## config.mk

```make
export PLATFORM = sky130hd
export DESIGN_NAME = load_store_unit
export DESIGN_NICKNAME = d
export VERILOG_FILES = /design/src/rtl/lsu_pkg.sv /design/src/rtl/lsu_extend.sv /design/src/rtl/load_store_unit.sv
export SDC_FILE = /design/constraint.sdc
export NUM_CORES = 1
export LEC_CHECK = 0
export CORE_MARGIN = 4
export CORE_UTILIZATION = 51
export DETAILED_ROUTE_END_ITERATION = 16
export PLACE_DENSITY = 0.88
export SLEW_MARGIN = 15
export SYNTH_ARGS = -nofsm -noshare
export SYNTH_HDL_FRONTEND = slang
export SYNTH_SLANG_ARGS = --single-unit
export TNS_END_PERCENT = 20
```

## constraint.sdc

```tcl
create_clock -name clk -period 5 [get_ports clk]
set_input_delay 0.5 -clock clk [delete_from_list [all_inputs] [get_ports clk]]
set_output_delay 0.5 -clock clk [all_outputs]
set_load 0.005 [all_outputs]
```

## src/rtl/lsu_pkg.sv

```systemverilog
// Shared encodings for the load/store unit: transfer sizes, FSM states and
// the size-to-byte-count helper.
package lsu_pkg;

  localparam logic [1:0] SIZE_B = 2'b00;
  localparam logic [1:0] SIZE_H = 2'b01;
  localparam logic [1:0] SIZE_W = 2'b10;

  typedef enum logic [1:0] {
    IDLE,
    XFER,
    RESP
  } state_t;

  function automatic logic [2:0] size_bytes(input logic [1:0] size);
    case (size)
      SIZE_B:  return 3'd1;
      SIZE_H:  return 3'd2;
      default: return 3'd4;
    endcase
  endfunction

endpackage

```

## src/rtl/lsu_extend.sv

```systemverilog
// Sign/zero extension of an assembled little-endian load value.
module lsu_extend
  import lsu_pkg::*;
(
  input  logic [31:0] i_data,
  input  logic [1:0]  i_size,
  input  logic        i_unsigned,
  output logic [31:0] o_data
);

  always_comb begin
    o_data = i_data;
    case (i_size)
      SIZE_B:  o_data = {{24{~i_unsigned & i_data[7]}}, i_data[7:0]};
      SIZE_H:  o_data = {{16{~i_unsigned & i_data[15]}}, i_data[15:0]};
      default: o_data = i_data;
    endcase
  end

endmodule

```

## src/rtl/load_store_unit.sv

```systemverilog
// Byte-serial load/store initiator: splits byte/half/word requests into
// little-endian single-byte memory accesses and returns extended load data.
module load_store_unit
  import lsu_pkg::*;
#(
  parameter int ADDR_WIDTH = 32,
  parameter int DATA_WIDTH = 8
) (
  input  logic                  clk,
  input  logic                  rst,
  input  logic                  req_valid,
  output logic                  req_ready,
  input  logic                  req_we,
  input  logic [1:0]            req_size,
  input  logic                  req_unsigned,
  input  logic [ADDR_WIDTH-1:0] req_addr,
  input  logic [31:0]           req_wdata,
  output logic                  resp_valid,
  output logic [31:0]           resp_rdata,
  output logic                  resp_err,
  output logic [ADDR_WIDTH-1:0] mem_addr,
  output logic [DATA_WIDTH-1:0] mem_data_in,
  output logic                  mem_we,
  input  logic [DATA_WIDTH-1:0] mem_data_out
);

  state_t                r_state, w_state_next;
  logic                  r_we, r_unsigned, r_err;
  logic [1:0]            r_size, r_cnt;
  logic [ADDR_WIDTH-1:0] r_addr;
  logic [31:0]           r_wdata, r_rbuf, r_rdata;
  logic                  w_last;
  logic [31:0]           w_rbuf_next, w_ext;

  assign w_last = ({1'b0, r_cnt} == (size_bytes(r_size) - 3'd1));

  always_comb begin
    w_state_next = r_state;
    case (r_state)
      IDLE:    if (req_valid) w_state_next = (req_size == 2'b11) ? RESP : XFER;
      XFER:    if (w_last) w_state_next = RESP;
      RESP:    w_state_next = IDLE;
      default: w_state_next = IDLE;
    endcase
  end

  // Merge the byte arriving this cycle so the final byte can feed the
  // extender and the result register on the same edge.
  always_comb begin
    w_rbuf_next = r_rbuf;
    w_rbuf_next[8*r_cnt +: 8] = mem_data_out;
  end

  lsu_extend u_extend (
    .i_data     (w_rbuf_next),
    .i_size     (r_size),
    .i_unsigned (r_unsigned),
    .o_data     (w_ext)
  );

  always_ff @(posedge clk or posedge rst) begin
    if (rst) begin
      r_state    <= IDLE;
      r_we       <= 1'b0;
      r_unsigned <= 1'b0;
      r_err      <= 1'b0;
      r_size     <= '0;
      r_cnt      <= '0;
      r_addr     <= '0;
      r_wdata    <= '0;
      r_rbuf     <= '0;
      r_rdata    <= '0;
    end else begin
      r_state <= w_state_next;
      case (r_state)
        IDLE: if (req_valid) begin
          r_we       <= req_we;
          r_size     <= req_size;
          r_unsigned <= req_unsigned;
          r_addr     <= req_addr;
          r_wdata    <= req_wdata;
          r_cnt      <= '0;
          r_rbuf     <= '0;
          r_rdata    <= '0;
          r_err      <= (req_size == 2'b11);
        end
        XFER: begin
          r_cnt <= r_cnt + 2'd1;
          if (!r_we) r_rbuf <= w_rbuf_next;
          if (w_last) r_rdata <= r_we ? '0 : w_ext;
        end
        RESP: begin
          r_rdata <= '0;
          r_err   <= 1'b0;
        end
        default: ;
      endcase
    end
  end

  assign req_ready   = (r_state == IDLE);
  assign resp_valid  = (r_state == RESP);
  assign resp_err    = (r_state == RESP) & r_err;
  assign resp_rdata  = r_rdata;
  assign mem_we      = (r_state == XFER) & r_we;
  assign mem_addr    = (r_state == XFER) ? r_addr + ADDR_WIDTH'(r_cnt) : '0;
  assign mem_data_in = ((r_state == XFER) && r_we) ? r_wdata[8*r_cnt +: 8] : '0;

endmodule

```

# After elaboration in Yosys (flattened, before gate mapping)
# Index checks and enable logic that the tools add are counted.
totals:
  reg_bits: 137
  latchBits: 0
  ram_bits: 0
  mem_bits_ro: 0
  out_inout_bits: 76
  mem_count: 0
op_classes:
  add_sub_neg: 4
  multipliers: 0
  div_mod_pow: 0
  order_cmp: 0
  eq_ne: 8
  n_shift: 3
  muxes: 19
  n_bitwise: 5
  reduce_logical: 12
op_table:
  columns: ["cell", "n"]
  rows:
  - ["$mux W32", 5]
  - ["$pmux W32 S2", 2]
  - ["$pmux W32 S3", 1]
  - ["$neg A5 Y34", 1]
  - ["$shift A8 B34 Y32 const A", 1]
  - ["$shiftx A8 B34 Y32", 1]
  - ["$add A32 B2 Y32", 1]
  - ["$bwmux W32", 1]
  - ["$shiftx A32 B6 Y8", 1]
  - ["$mux W2", 4]
  - ["$mux W8", 1]
  - ["$pmux W2 S2", 2]
  - ["$reduce_and A2 Y1", 4]
  - ["$ne A2 B2 Y1 const B", 3]
  - ["$pmux W3 S2", 1]
  - ["$reduce_and A3 Y1", 2]
  - ["$and A1 B1 Y1", 4]
  - ["$eq A2 B1 Y1 const B", 2]
  - ["$eq A2 B2 Y1 const B", 2]
  - ["$logic_not A2 Y1", 2]
  - ["$reduce_bool A2 Y1", 2]
  - ["$eq A2 B3 Y1", 1]
  - ["$reduce_bool A3 Y1", 1]
  - ["$sub A3 B1 Y3 const B", 1]
  - ["other kinds (5)", 5]

# Logic depth before layout (Yosys ltp)
# Gate-level depths: netlist (run 1).
logic_depth:
  word_depth: 8
  ltp_mapped: 9
  mapped_depth_nobuf: 7

# By module
# From an unflattened synthesis (run 1), not the netlist that was laid out.
hier_totals:
  hier_cells: 724
  hier_area_um2: 7453.4
modules_own_cells:
  columns: ["module", "n_inst", "cells_each", "area_per_inst_um2", "seq_area_each_um2"]
  rows:
  - ["load_store_unit", 1, 657, 7098.1, 3428.3]
  - ["lsu_extend", 1, 67, 355.3, 0.0]

# Worst setup path after synthesis (run 1)
# Ideal clock, no wire load.
synth_timing:
  kind: "register to register"
  from: "register r_cnt[1]"
  to: "register r_rdata[17], in the netlist resp_rdata[17]"
  setup_time_ns: 0.121
  t_arrival_ns: 2.361
  path_slack_ns: 2.518
  path_stages_with_launch: 10
  period_less_slack_ns: 2.482
  path_cell_list: "dfrtp_1 buf_2 inv_1 ha_1 and4b_1 mux2_2 a221o_1 nor2b_4 buf_2 a22o_1"
synth_between:
  elab_chain_len: 8
synth_lines:
  columns: ["element", "line_no", "source"]
  rows:
  - ["start: declaration", "load_store_unit.sv:29", "logic [1:0] r_size, r_cnt;"]
  - ["start signal: assignment", "load_store_unit.sv:88", "r_cnt <= r_cnt + 2'd1;"]
  - ["$neg A5 Y34", "load_store_unit.sv:51", "w_rbuf_next[8*r_cnt +: 8] = mem_data_out;"]
  - ["$shiftx A8 B34 Y32 / $shift A8 B34 Y32 (equally long branches)", "load_store_unit.sv:51", null]
  - ["$bwmux W32", "load_store_unit.sv:51", null]
  - ["$and A1 B1 Y1, on equally long branches", "lsu_extend.sv:15, lsu_extend.sv:14", null]
  - ["$pmux W32 S2", "lsu_extend.sv:13", "case (i_size)"]
  - ["$mux W32 (2 in series)", "load_store_unit.sv:90", "if (w_last) r_rdata <= r_we ? '0 : w_ext;"]
  - ["$pmux W32 S3", "load_store_unit.sv:75", "case (r_state)"]
  - ["end signal: assignment", "load_store_unit.sv:90", null]
  - ["end: declaration", "load_store_unit.sv:31", "logic [31:0] r_wdata, r_rbuf, r_rdata;"]
# Several ways; a longest one is shown, not always the timed one. The select of a mux whose other input is x is not followed.
# A chain may end at the register's enable or synchronous reset.

# Final worst setup path (run 1)
layout_timing:
  from: "register r_cnt[1]"
  to: "output port mem_addr[18]"
layout_between:
  elab_chain_len: 2
layout_lines:
  columns: ["element", "line_no", "source"]
  rows:
  - ["$add A32 B2 Y32", "load_store_unit.sv:106", "assign mem_addr = (r_state == XFER) ? r_addr + ADDR_WIDTH'(r_cnt) : '0;"]
  - ["$mux W32", "load_store_unit.sv:106", null]
  - ["end: declaration", "load_store_unit.sv:21", "output logic [ADDR_WIDTH-1:0] mem_addr,"]
# Every way passes these cells.

==> results of run 1 <==
==> area by class of cell <==
type | instances | area (um2) | area share (%)
flip-flops and latches | 137 | 3430 | 37.7
multi-input cells | 430 | 3200 | 35.2
repair buffers | 160 | 1590 | 17.4
clock buffers | 24 | 472 | 5.18
well taps | 176 | 220 | 2.42
clock inverters | 8 | 119 | 1.31
inverters | 19 | 73.8 | 0.811
==> power by group through the flow <==
stage,logic (W),registers (W),clock network [W]
detailed placement,0.00222,0.00193,0
global route,0.00244,0.00198,0.00133
CTS,0.00225,0.00192,0.00127
global placement,0.00215,0.00189,0
floorplan,0.00147,0.00179,0
finish,0.00223,0.00192,0.00126
==> cell usage after synthesis, types with 19 or more instances <==
library cell	n	area (um2)
inv_1	19	71.3
a22o_1	24	210
nor2b_1	29	181
clkbuf_1	24	90.1
xnor2_1	19	166
mux2_2	64	721
dfrtp_1	137	3430
a21oi_1	27	135
nor2_1	45	169
nand2_1	65	244
o21ai_0	41	205
==> worst paths after layout <==
| path | start | end | slack, ps | cells after the start |
|---|---|---|---|---|
| max | r_cnt[1] | mem_addr[18] | 1110 | 6 |
| min | r_rbuf[5] | r_rbuf[5] | 470 | 1 |
| max reg2reg | r_size[1] | resp_rdata[31] | 2080 | 6 |
| min reg2reg | r_rbuf[5] | r_rbuf[5] | 470 | 1 |
| max in group asynchronous | rst | r_rbuf[11] | 3370 | 3 |
| min in group asynchronous | rst | resp_rdata[22] | 590 | 2 |
==> registers in the layout (all words and copies together), names as in the netlist <==
name        flops
r_addr         32
r_cnt           2
r_err           1
r_rbuf         32
r_size          2
r_state         2
r_unsigned      1
r_wdata        32
r_we            1
resp_rdata     32
==> per-layer routing <==
metal	vias to the layer above	share of wire, %	GRT usage [%]	wire [um]
met5	-	0	0	0
met4	0	2.3	8.08	397
met3	37	6.0	6.31	1040
met2	206	51	40.1	8870
met1	2690	41	29.5	7090
li1	2467	-	-	-
==> through the flow <==
step / power, W / hold slack (ps)
global placement: 0.00404 / 451
global route: 0.00576 / 486
floorplan: 0.00326 / 442
CTS: 0.00544 / 470
detailed placement: 0.00415 / 457
finish: 0.00541 / 468
==> cell families after synthesis <==
group                    Yosys count  share of synthesized area [%]
AND/OR/NAND/NOR                  203                           16.5
flip-flops                       137                           49.9
AO/OA/AOI/OAI                    116                           11.2
multiplexers                      77                           13.9
buffers and inverters             56                           3.66
XOR/XNOR                          26                           3.31
adder cells (fa/ha/maj)            8                           1.56
==> summary.md, run 1 <==
| Metric | Value |
|---|---|
| IO Count | `around 160` |
| Routed WL | `17400 um` |
| Routed Antenna Nets | `0` |
| H-tree lvl count | `4` |
| Clock latency on the worst-skew pair | `about 400 ps` |
| Crit path arrival time | `roughly 3400 ps` |
| Clock transition at the registers of the reported paths | `60 ps` |
| Share of flip-flops with an asynchronous set or reset | `100%` |
| Logic pwr share | `41.2%` |
| Placement Cell Area | `between 8000 and 9000 um2` |
| Router iterations before antenna repair | `5` |
| CP delay by family, top | `simple AND/OR/NAND/NOR gates` |
| Hold Crit Class | `flop to flop` |
| Worst EP required | `4500 ps` |
| Total vias in the final route | `5400` |
| Clock Path Buffers | `2` |
| VDD IR max | `0.325 mV` |
| PostCTS Resize Cnt | `0` |
| Initial antenna violation count | `0` |
| DR vias/cell | `between 5 and 6` |
| Drt drc | `0` |
| First-pass GRT wire length | `between 20000 and 30000 um` |
| Commonest cells after routing, fill and taps aside | `clkdlybuf4s50_1, dfrtp_1, nand2_1` |
| CTS Sinks | `137` |
| Hold Vio Cnt, Final | `0` |
| Area delta synth->final | `32.4%` |
| Reported max-cap violation count | `0` |
| Slew at the pin closest to its max-slew limit | `1010 ps` |
| Period utilization | `77.8%` |
| WL per Instance | `18.2 um` |
| Die Span Y | `124 um` |
| Worst-path cell chain | `fa_1, nand4_2, or3_1, or3_1, a21oi_1, clkdlybuf4s50_1` |
| Internal Dissipation | `about 0.0035 W` |
| # setup viols final | `0` |
| GR Util All Layers | `23.7%` |
| Crit path max fanout | `16` |
| P_sw | `about 0.0019 W` |
| Root buffer cell | `clkbuf_16` |
| Util after Layout | `68.7%` |
| Unrepaired setup endpoints after global routing | `no` |
| Final Max Tran Viols | `0` |
| Core Rows | `42` |
| Switch share | `between 30% and 40%` |
| Syn Std Cell Area | `6880 um2` |
| Sequential fraction of the synthesis area | `49.9%` |
| Startpoint types | `flop` |
| Setup crit end kind | `output pin` |
| Die ar. | `15400 um2` |
| Mapped Cells | `about 620` |
| Clk network pwr share | `23.2%` |
| DRT iter0 DRCs | `372` |
| Slew HR | `approximately 32%` |
| Worst Setup Slack, final | `1110 ps` |
| Distinct cells, synth | `between 50 and 60` |
| Synth warn | `0` |
| Die X | `124 um` |
| PortBufs | `154` |
| Slowest cell on crit path | `dfrtp_1` |
| Flop pwr share | `35.5%` |
| EDFF count, synth | `0` |
| Syn_area_per_cell | `11.0 um2` |
| GRT Residual Overflow | `0` |
| Initial core utilization | `51.9%` |
| TritonCTS clock tree | `done` |
| Kind of critical path | `flop to output pin` |
| Critical path's largest stage delay | `770 ps` |
| Tmin final | `3890 ps` |
| Design Area, Final | `9100 um2` |
| RD Place Congestion | `0.831` |
| Core area | `13200 um2` |
| Vias in the first global route | `5606` |
| Largest net degree at the start of global routing | `82` |
| DP Wirelength | `around 12000 um` |
| Placed instance count | `922` |
| Share of layout cells above drive strength 1 | `16.5%` |
| Fmax | `257 MHz` |
| Nets | `roughly 850` |
| Syn nets | `710` |
| Clock skew | `5.35 ps` |
| N_diodes | `0` |
| Leak | `slightly below 4 nW` |
| Status | `completed` |
| CP dominant cell by count | `or3_1` |
| Post-CTS Setup Inserts | `0` |
| Most common cell after layout, fill and taps aside | `clkdlybuf4s50_1` |
| FF+latch count, synth | `between 100 and 150` |
| Buf/Inv on CP | `1` |
| Total CTS buffers | `17` |
| Setup WS pre-CTS | `between 1500 and 2000 ps` |
| Non-filler cells in the finished layout | `954` |
| Post-CTS Hold Buffers | `0` |
| Leading register cell type out of synthesis | `dfrtp_1` |
| Setup TNS | `0 ps` |
| Pwr dens | `595 nW/um2` |
| Filler cells | `975` |
No activity file was read; power rests on OpenSTA's default activity.
==> run 2: changes to the inputs <==
CORE_UTILIZATION = 46   (was 51)
PLACE_DENSITY = 0.84   (was 0.88)
clock period = 3.3 ns   (was 5 ns; I/O delays follow)
==> run 2 against run 1 <==
  * Count of clock-buffer cells in the layout shrank 5
  * Die area rose by 10%
  * Register-to-register slack worse by 1500 ps
  * Routed wire length fell by 1.2%
  * Final cell count up 1.7%
  * First-iteration DRC count fell by 33%
  * Largest cell class unchanged
==> summary.md, run 2 (synthesized netlist as in run 1, its figures left out) <==
| Metric | Value |
|---|---|
| Status | `completed` |
| Design Area, Final | `9300 um2 (+2.2%)` |
| Die X | `130 um (+5.0%)` |
| Setup crit end kind | `output pin` |
| Leak | `3.97 nW (+2.6%)` |
| IO Count | `155 (unchanged)` |
| H-tree lvl count | `4 (unchanged)` |
| Routed Antenna Nets | `0 (unchanged)` |
| Buf/Inv on CP | `1 (unchanged)` |
| CTS Sinks | `137 (unchanged)` |
| Crit path max fanout | `8 (-8)` |
| Most common cell after layout, fill and taps aside | `clkdlybuf4s50_1` |
| Clock transition at the registers of the reported paths | `70 ps (about the same)` |
| Commonest cells after routing, fill and taps aside | `clkdlybuf4s50_1, dfrtp_1, nand2_1` |
| Vias in the first global route | `5441 (-2.9%)` |
| Reported max-cap violation count | `0 (unchanged)` |
| WL met2 | `8290 um (-6.6%)` |
| Slew at the pin closest to its max-slew limit | `895 ps (-119 ps)` |
| Filler cells | `1129 (+16%)` |
| Register area | `3430 um2 (unchanged)` |
| Period utilization | `between 90% and 100%` |
| Startpoint types | `flop` |
| Initial antenna violation count | `1 (+1)` |
| Kind of critical path | `flop to output pin` |
| Crit path arrival time | `2820 ps (-570 ps)` |
| Nets | `860 (+0.94%)` |
| Max Used Layer | `met5` |
| Metal-1 WL | `7310 um (+3.1%)` |
| Core Rows | `44 (+4.8%)` |
| Placement Cell Area | `8600 um2 (+1.0%)` |
| Pwr dens | `903 nW/um2 (+52%)` |
| Fmax | `318 MHz` |
| First-pass GRT wire length | `27300 um (-2.6%)` |
| Setup TNS | `0 ps (unchanged)` |
| WL per Instance | `17.7 um (-2.8%)` |
| Unrepaired setup endpoints after global routing | `no` |
| Share of layout cells above drive strength 1 | `18.4% (+2.0 points)` |
| N_diodes | `0 (unchanged)` |
| Clock skew | `12.9 ps (+7.56 ps)` |
| Critical path's largest stage delay | `500 ps (-270 ps)` |
| Initial core utilization | `47.1% (-4.8 points)` |
| Worst EP required | `2970 ps (-1530 ps)` |
| Clock latency on the worst-skew pair | `430 ps (+20 ps)` |
| Tmin final | `3150 ps` |
| Total CTS buffers | `17 (unchanged)` |
| DR vias/cell | `5.46 (-3.5%)` |
| Routed WL | `17200 um (-1.2%)` |
| GRT Residual Overflow | `0 (unchanged)` |
| GR Util All Layers | `20.7% (-3.0 points)` |
| Clock Path Buffers | `2 (unchanged)` |
| Slew HR | `39.9% (+7.5 points)` |
| Die ar. | `17000 um2 (+10%)` |
| Router iterations before antenna repair | `4 (-1)` |
| Total vias in the final route | `5298 (-1.9%)` |
| CP delay by family, top | `simple AND/OR/NAND/NOR gates` |
| VDD IR max | `0.598 mV (+84%)` |
| Area of the multi-input gates | `3250 um2 (+1.5%)` |
| DRT iter0 DRCs | `249 (-33%)` |
| RD Place Congestion | `0.848 (+2.1%)` |
| Drt drc | `0 (unchanged)` |
| Worst-path cell chain | `ha_2, fa_2, nand4_4, or3_4, nor4_2, xnor2_1, nor2_1, clkdlybuf4s50_1` |
| TritonCTS clock tree | `done` |
| Hold Vio Cnt, Final | `0 (unchanged)` |
| Routed wl met3 | `1170 um (+13%)` |
| Largest net degree at the start of global routing | `48 (-41%)` |
| DP Wirelength | `11800 um (-1.8%)` |
| Hold Crit Class | `input port to asynchronous set/reset pin` |
| Final Max Tran Viols | `0 (unchanged)` |
| Slowest cell on crit path | `clkdlybuf4s50_1` |
| Core area | `14600 um2 (+10%)` |
| # setup viols final | `0 (unchanged)` |
| Area delta synth->final | `35.3%` |
| Die Span Y | `130 um (+5.0%)` |
| Root buffer cell | `clkbuf_16` |
| PortBufs | `154 (unchanged)` |
| Post-CTS Hold Buffers | `0 (unchanged)` |
-- run 2: repair_timing --
item | in CTS | in global routing
endpoints found under the setup margin | 4 | 15
buffers inserted | 0 | 1
gates resized for setup | 2 | 8
pin swaps | 1 | 3
endpoints found under the hold margin | 0 | 0
-- run 2: report_power, final --
group,leakage [nW],internal (W),switching [W],total [W]
Sequential,1.75,0.00231,0.000572,0.00289
Combinational,1.91,0.00185,0.00161,0.00346
Clock,0.307,0.00131,0.000745,0.00206
-- run 2: layout make-up --
class                      instances  share of cell area [%]
sequential                       137                    36.9
tap                              184                    2.47
multi-input combinational        430                    34.9
inverter                          19                   0.807
timing repair buffer             168                    18.0
clock inverter                    13                    2.06
clock buffer                      19                    4.87
-- run 2: metrics by stage --
stage | power [W] | std cells | hold WS (ps) | setup WS, ps | utilization, %
final | 0.00840 | 970 | 421 | 152 | 63.8
after global routing | 0.00893 | 970 | 454 | 10.1 | 63.8
after CTS | 0.00842 | 969 | 441 | 42.1 | 63.4
after detailed placement | 0.00631 | 937 | 459 | 358 | 58.9
after global placement | 0.00621 | 937 | 450 | 443 | 58.9
after floorplan | 0.00495 | 623 | 442 | 818 | -
-- run 2: final timing paths --
path | startpoint | endpoint | slack, ps | depth (start not counted)
max | r_cnt[0] | mem_addr[28] | 150 | 8
min | rst | resp_rdata[2] | 420 | 2
max reg2reg | r_cnt[0] | resp_rdata[31] | 630 | 7
min reg2reg | r_rbuf[3] | r_rbuf[3] | 470 | 1
max in group asynchronous | rst | r_addr[31] | 2170 | 3
min in group clk | req_addr[5] | r_addr[5] | 460 | 3
-- run 2: layer usage --
layer	global-route usage [%]	vias to the layer above
met1	25.5	2601
met3	6.63	37
met4	8.44	2
met2	33.6	155
met5	0	-
li1	-	2503
==> run 3: changes to the inputs <==
ABC_AREA = 1   (was unset)
CORE_MARGIN = unset   (was 4)
CORE_UTILIZATION = 47   (was 46)
==> run 3 against run 2 <==
  * Global-route usage rose by 5.6 points
  * Sequential share of layout area down 1.8 points
  * Register-to-register slack gained 180 ps
  * Count of clock-buffer cells in the layout rose by 4
  * Combinational power barely moved
  * Die area down 1.7%
  * Worst setup slack improved by 130 ps
  * Sequential power shrank 6%
  * Via count increased by 37%
  * Critical path type unchanged
==> summary.md, run 3 <==
| Metric | Value |
|---|---|
| Total vias in the final route | `7283 (+37%)` |
| Largest net degree at the start of global routing | `94 (+96%)` |
| Sequential fraction of the synthesis area | `45.1% (-4.7 points)` |
| Placement Cell Area | `9230 um2 (+7.4%)` |
| Syn Std Cell Area | `7600 um2 (+10%)` |
| Reported max-cap violation count | `0 (unchanged)` |
| Final Max Tran Viols | `0 (unchanged)` |
| DR vias/cell | `5.12 (-6.2%)` |
| Fmax | `331 MHz (+4.2%)` |
| Routed WL | `20600 um (+20%)` |
| Top post-synthesis cells by area | `dfrtp_1, nand2_1, nor2_1, o21ai_0, inv_1` |
| Leak | `4.66 nW (+17%)` |
| Slew at the pin closest to its max-slew limit | `846 ps (-48.8 ps)` |
| Leading register cell type out of synthesis | `dfrtp_1` |
| Setup crit start | `r_addr[0]` |
| Internal Dissipation | `0.00464 W (-15%)` |
| Syn_area_per_cell | `7.21 um2 (-35%)` |
| Post-CTS Setup Inserts | `0 (unchanged)` |
| Die ar. | `16700 um2 (-1.7%)` |
| CTS Sinks | `137 (unchanged)` |
| Share of flip-flops with an asynchronous set or reset | `100% (unchanged)` |
| Clock skew | `5.05 ps (-7.86 ps)` |
| Synth top cells by count | `nand2_1, dfrtp_1, nor2_1` |
| Area delta synth->final | `28.8%` |
| Status | `completed` |
| Clock latency on the worst-skew pair | `430 ps (about the same)` |
| Nets | `1281 (+49%)` |
| WL per Instance | `14.5 um (-18%)` |
| Router iterations before antenna repair | `5 (+1)` |
| Root buffer cell | `clkbuf_16` |
| FF-to-FF path depth | `10 (+3)` |
| Worst R2R Setup Slack | `810 ps (+180 ps)` |
| VDD IR max | `0.479 mV (-20%)` |
| Vias in the first global route | `6892 (+27%)` |
| DRT iter0 DRCs | `660 (+170%)` |
| Logic pwr share | `43.5% (+2.3 points)` |
| Initial core utilization | `48.0% (+0.86 points)` |
| Commonest cells after routing, fill and taps aside | `nand2_1, clkdlybuf4s50_1, dfrtp_1` |
| Worst Setup EP | `mem_addr[18]` |
| Kind of critical path | `flop to output pin` |
| CP dominant cell by count | `nor2_1` |
| Switch share | `41.8% (+6.9 points)` |
| Crit path arrival time | `2690 ps (-130 ps)` |
| Startpoint types | `flop` |
| Clock Path Buffers | `2 (unchanged)` |
| Top-area cell type share of the netlist area | `45.1% (-4.7 points)` |
| Design Area, Final | `9780 um2 (+5.2%)` |
| Worst EP required | `2970 ps (about the same)` |
| TritonCTS clock tree | `done` |
| Reg2reg end | `resp_rdata[6]` |
| EDFF count, synth | `0 (unchanged)` |
| Core Rows | `46 (+4.5%)` |
| Slowest cell on crit path | `clkdlybuf4s50_1` |
| # setup viols final | `0 (unchanged)` |
| GR Util All Layers | `26.2% (+5.6 points)` |
| Core area | `15800 um2 (+8.5%)` |
| Tmin final | `3020 ps (-125 ps)` |
| Setup crit end kind | `output pin` |
| Die X | `129 um (-0.86%)` |
| DP Wirelength | `14800 um (+25%)` |
| Most frequent cell after synthesis | `nand2_1` |
| Drt drc | `0 (unchanged)` |
| R2R Path Start | `r_cnt[0]` |
| Period utilization | `91.6% (-3.8 points)` |
| Hold Vio Cnt, Final | `0 (unchanged)` |
| Post-synth top area cell | `dfrtp_1` |
| Share of layout cells above drive strength 1 | `6.55% (-12 points)` |
| Total CTS buffers | `17 (unchanged)` |
| Distinct cells, synth | `38 (-31%)` |
| Routed Antenna Nets | `0 (unchanged)` |
| Initial antenna violation count | `0 (-1)` |
| Clk network pwr share | `22.3% (-2.2 points)` |
| Flop pwr share | `34.2% (-0.2 points)` |
| Post-CTS Hold Buffers | `0 (unchanged)` |
| P_sw | `0.00333 W (+14%)` |
| Syn nets | `1141 (+61%)` |
| Setup TNS | `0 ps (unchanged)` |
| PostCTS Resize Cnt | `0 (-2)` |
| H-tree lvl count | `4 (unchanged)` |
| GRT Residual Overflow | `0 (unchanged)` |
| Pwr dens | `815 nW/um2 (-9.7%)` |
| Critical path's largest stage delay | `510 ps (about the same)` |
| Hold WS | `431 ps (+10.6 ps)` |
| Most common cell after layout, fill and taps aside | `nand2_1` |
| Synth warn | `0 (unchanged)` |
| Crit path max fanout | `4 (-4)` |
| First-pass GRT wire length | `33600 um (+23%)` |
| Clock transition at the registers of the reported paths | `50 ps (-20 ps)` |
| FF+latch count, synth | `137 (unchanged)` |
| Slew HR | `43.5% (+3.6 points)` |
| RD Place Congestion | `0.951 (+12%)` |
| Mapped Cells | `1054 (+69%)` |
| PortBufs | `154 (unchanged)` |
| Hold Crit Class | `input port to asynchronous set/reset pin` |
| Unrepaired setup endpoints after global routing | `no` |
| Die Span Y | `129 um (-0.86%)` |
| IO Count | `155 (unchanged)` |
| N_diodes | `0 (unchanged)` |
| Worst-path cell chain | `ha_1, fa_1, nand2_1, nor2_1, nand3_1, nor3_1, a21oi_1, nor2_1, clkdlybuf4s50_1` |
## run 3: cell types whose count changed after synthesis, sizes merged, moves of 18 or more
cell,delta
nand3,+43
mux2,-69
xnor2,-18
nor2b,-30
nor2,+76
inv,+72
o21ai,+27
buf,+22
a22o,-24
nand2,+367
## run 3: worst min path at each step
stage,from,end,slack (ps),cells after the start
2_1_floorplan,r_wdata[10],r_wdata[10],440,2
3_3_place_gp,r_wdata[28],r_wdata[28],450,2
3_5_place_dp,r_wdata[24],r_wdata[24],450,2
4_1_cts,req_wdata[5],r_wdata[5],420,3
5_1_grt,req_wdata[10],r_wdata[10],430,3
6_report,rst,resp_rdata[0],430,2
## run 3: cell type report
type	count	area (um2)
Sequential cell	137	3430
Tap cell	216	270
Timing Repair Buffer	165	1640
Clock buffer	23	478
Fill cell	1420	6050
Clock inverter	8	71.3
Multi-Input combinational cell	779	3540
Inverter	94	357
## run 3: kinds of logic after synthesis
kind of cell	share of synthesized area, %
adder cells (fa/ha/maj)	1.42
XOR/XNOR	0.692
buffers and inverters	8.27
flip-flops	45.1
AND/OR/NAND/NOR	34.1
AO/OA/AOI/OAI	10.4
## run 3: power groups by stage
stage               clock network (W)  logic [W]  registers, W
detailed placement                  0    0.00346       0.00273
floorplan                           0    0.00242       0.00258
global route                  0.00189    0.00391       0.00279
CTS                           0.00180    0.00349       0.00272
finish                        0.00178    0.00347       0.00273
global placement                    0    0.00338       0.00272
## run 3: per-layer routing
layer / track usage, % / part of all wire (%) / vias to the layer above
met5: 0 / 0 / -
met2: 42.7 / 48 / 270
li1: - / - / 3608
met1: 34.3 / 44 / 3381
met3: 6.61 / 6.3 / 24
met4: 8.51 / 1.5 / 0
## run 3: through the flow
step	std cells	power (W)	util (%)	setup slack, ps
CTS	1422	0.00801	61.8	279
global route	1422	0.00860	61.8	19.2
global placement	1391	0.00610	58.3	778
finish	1422	0.00798	61.8	277
detailed placement	1391	0.00619	58.3	744
floorplan	1054	0.00501	-	1180
## run 3: worst max-delay path: cells and delay by family, from the launching register on
family	cells	cell delay, ps
buffers and inverters	1	510
and+or+nand+nor	5	920
adders and majority gates	2	390
AOI/OAI and AO/OA	1	110
DFF	1	350
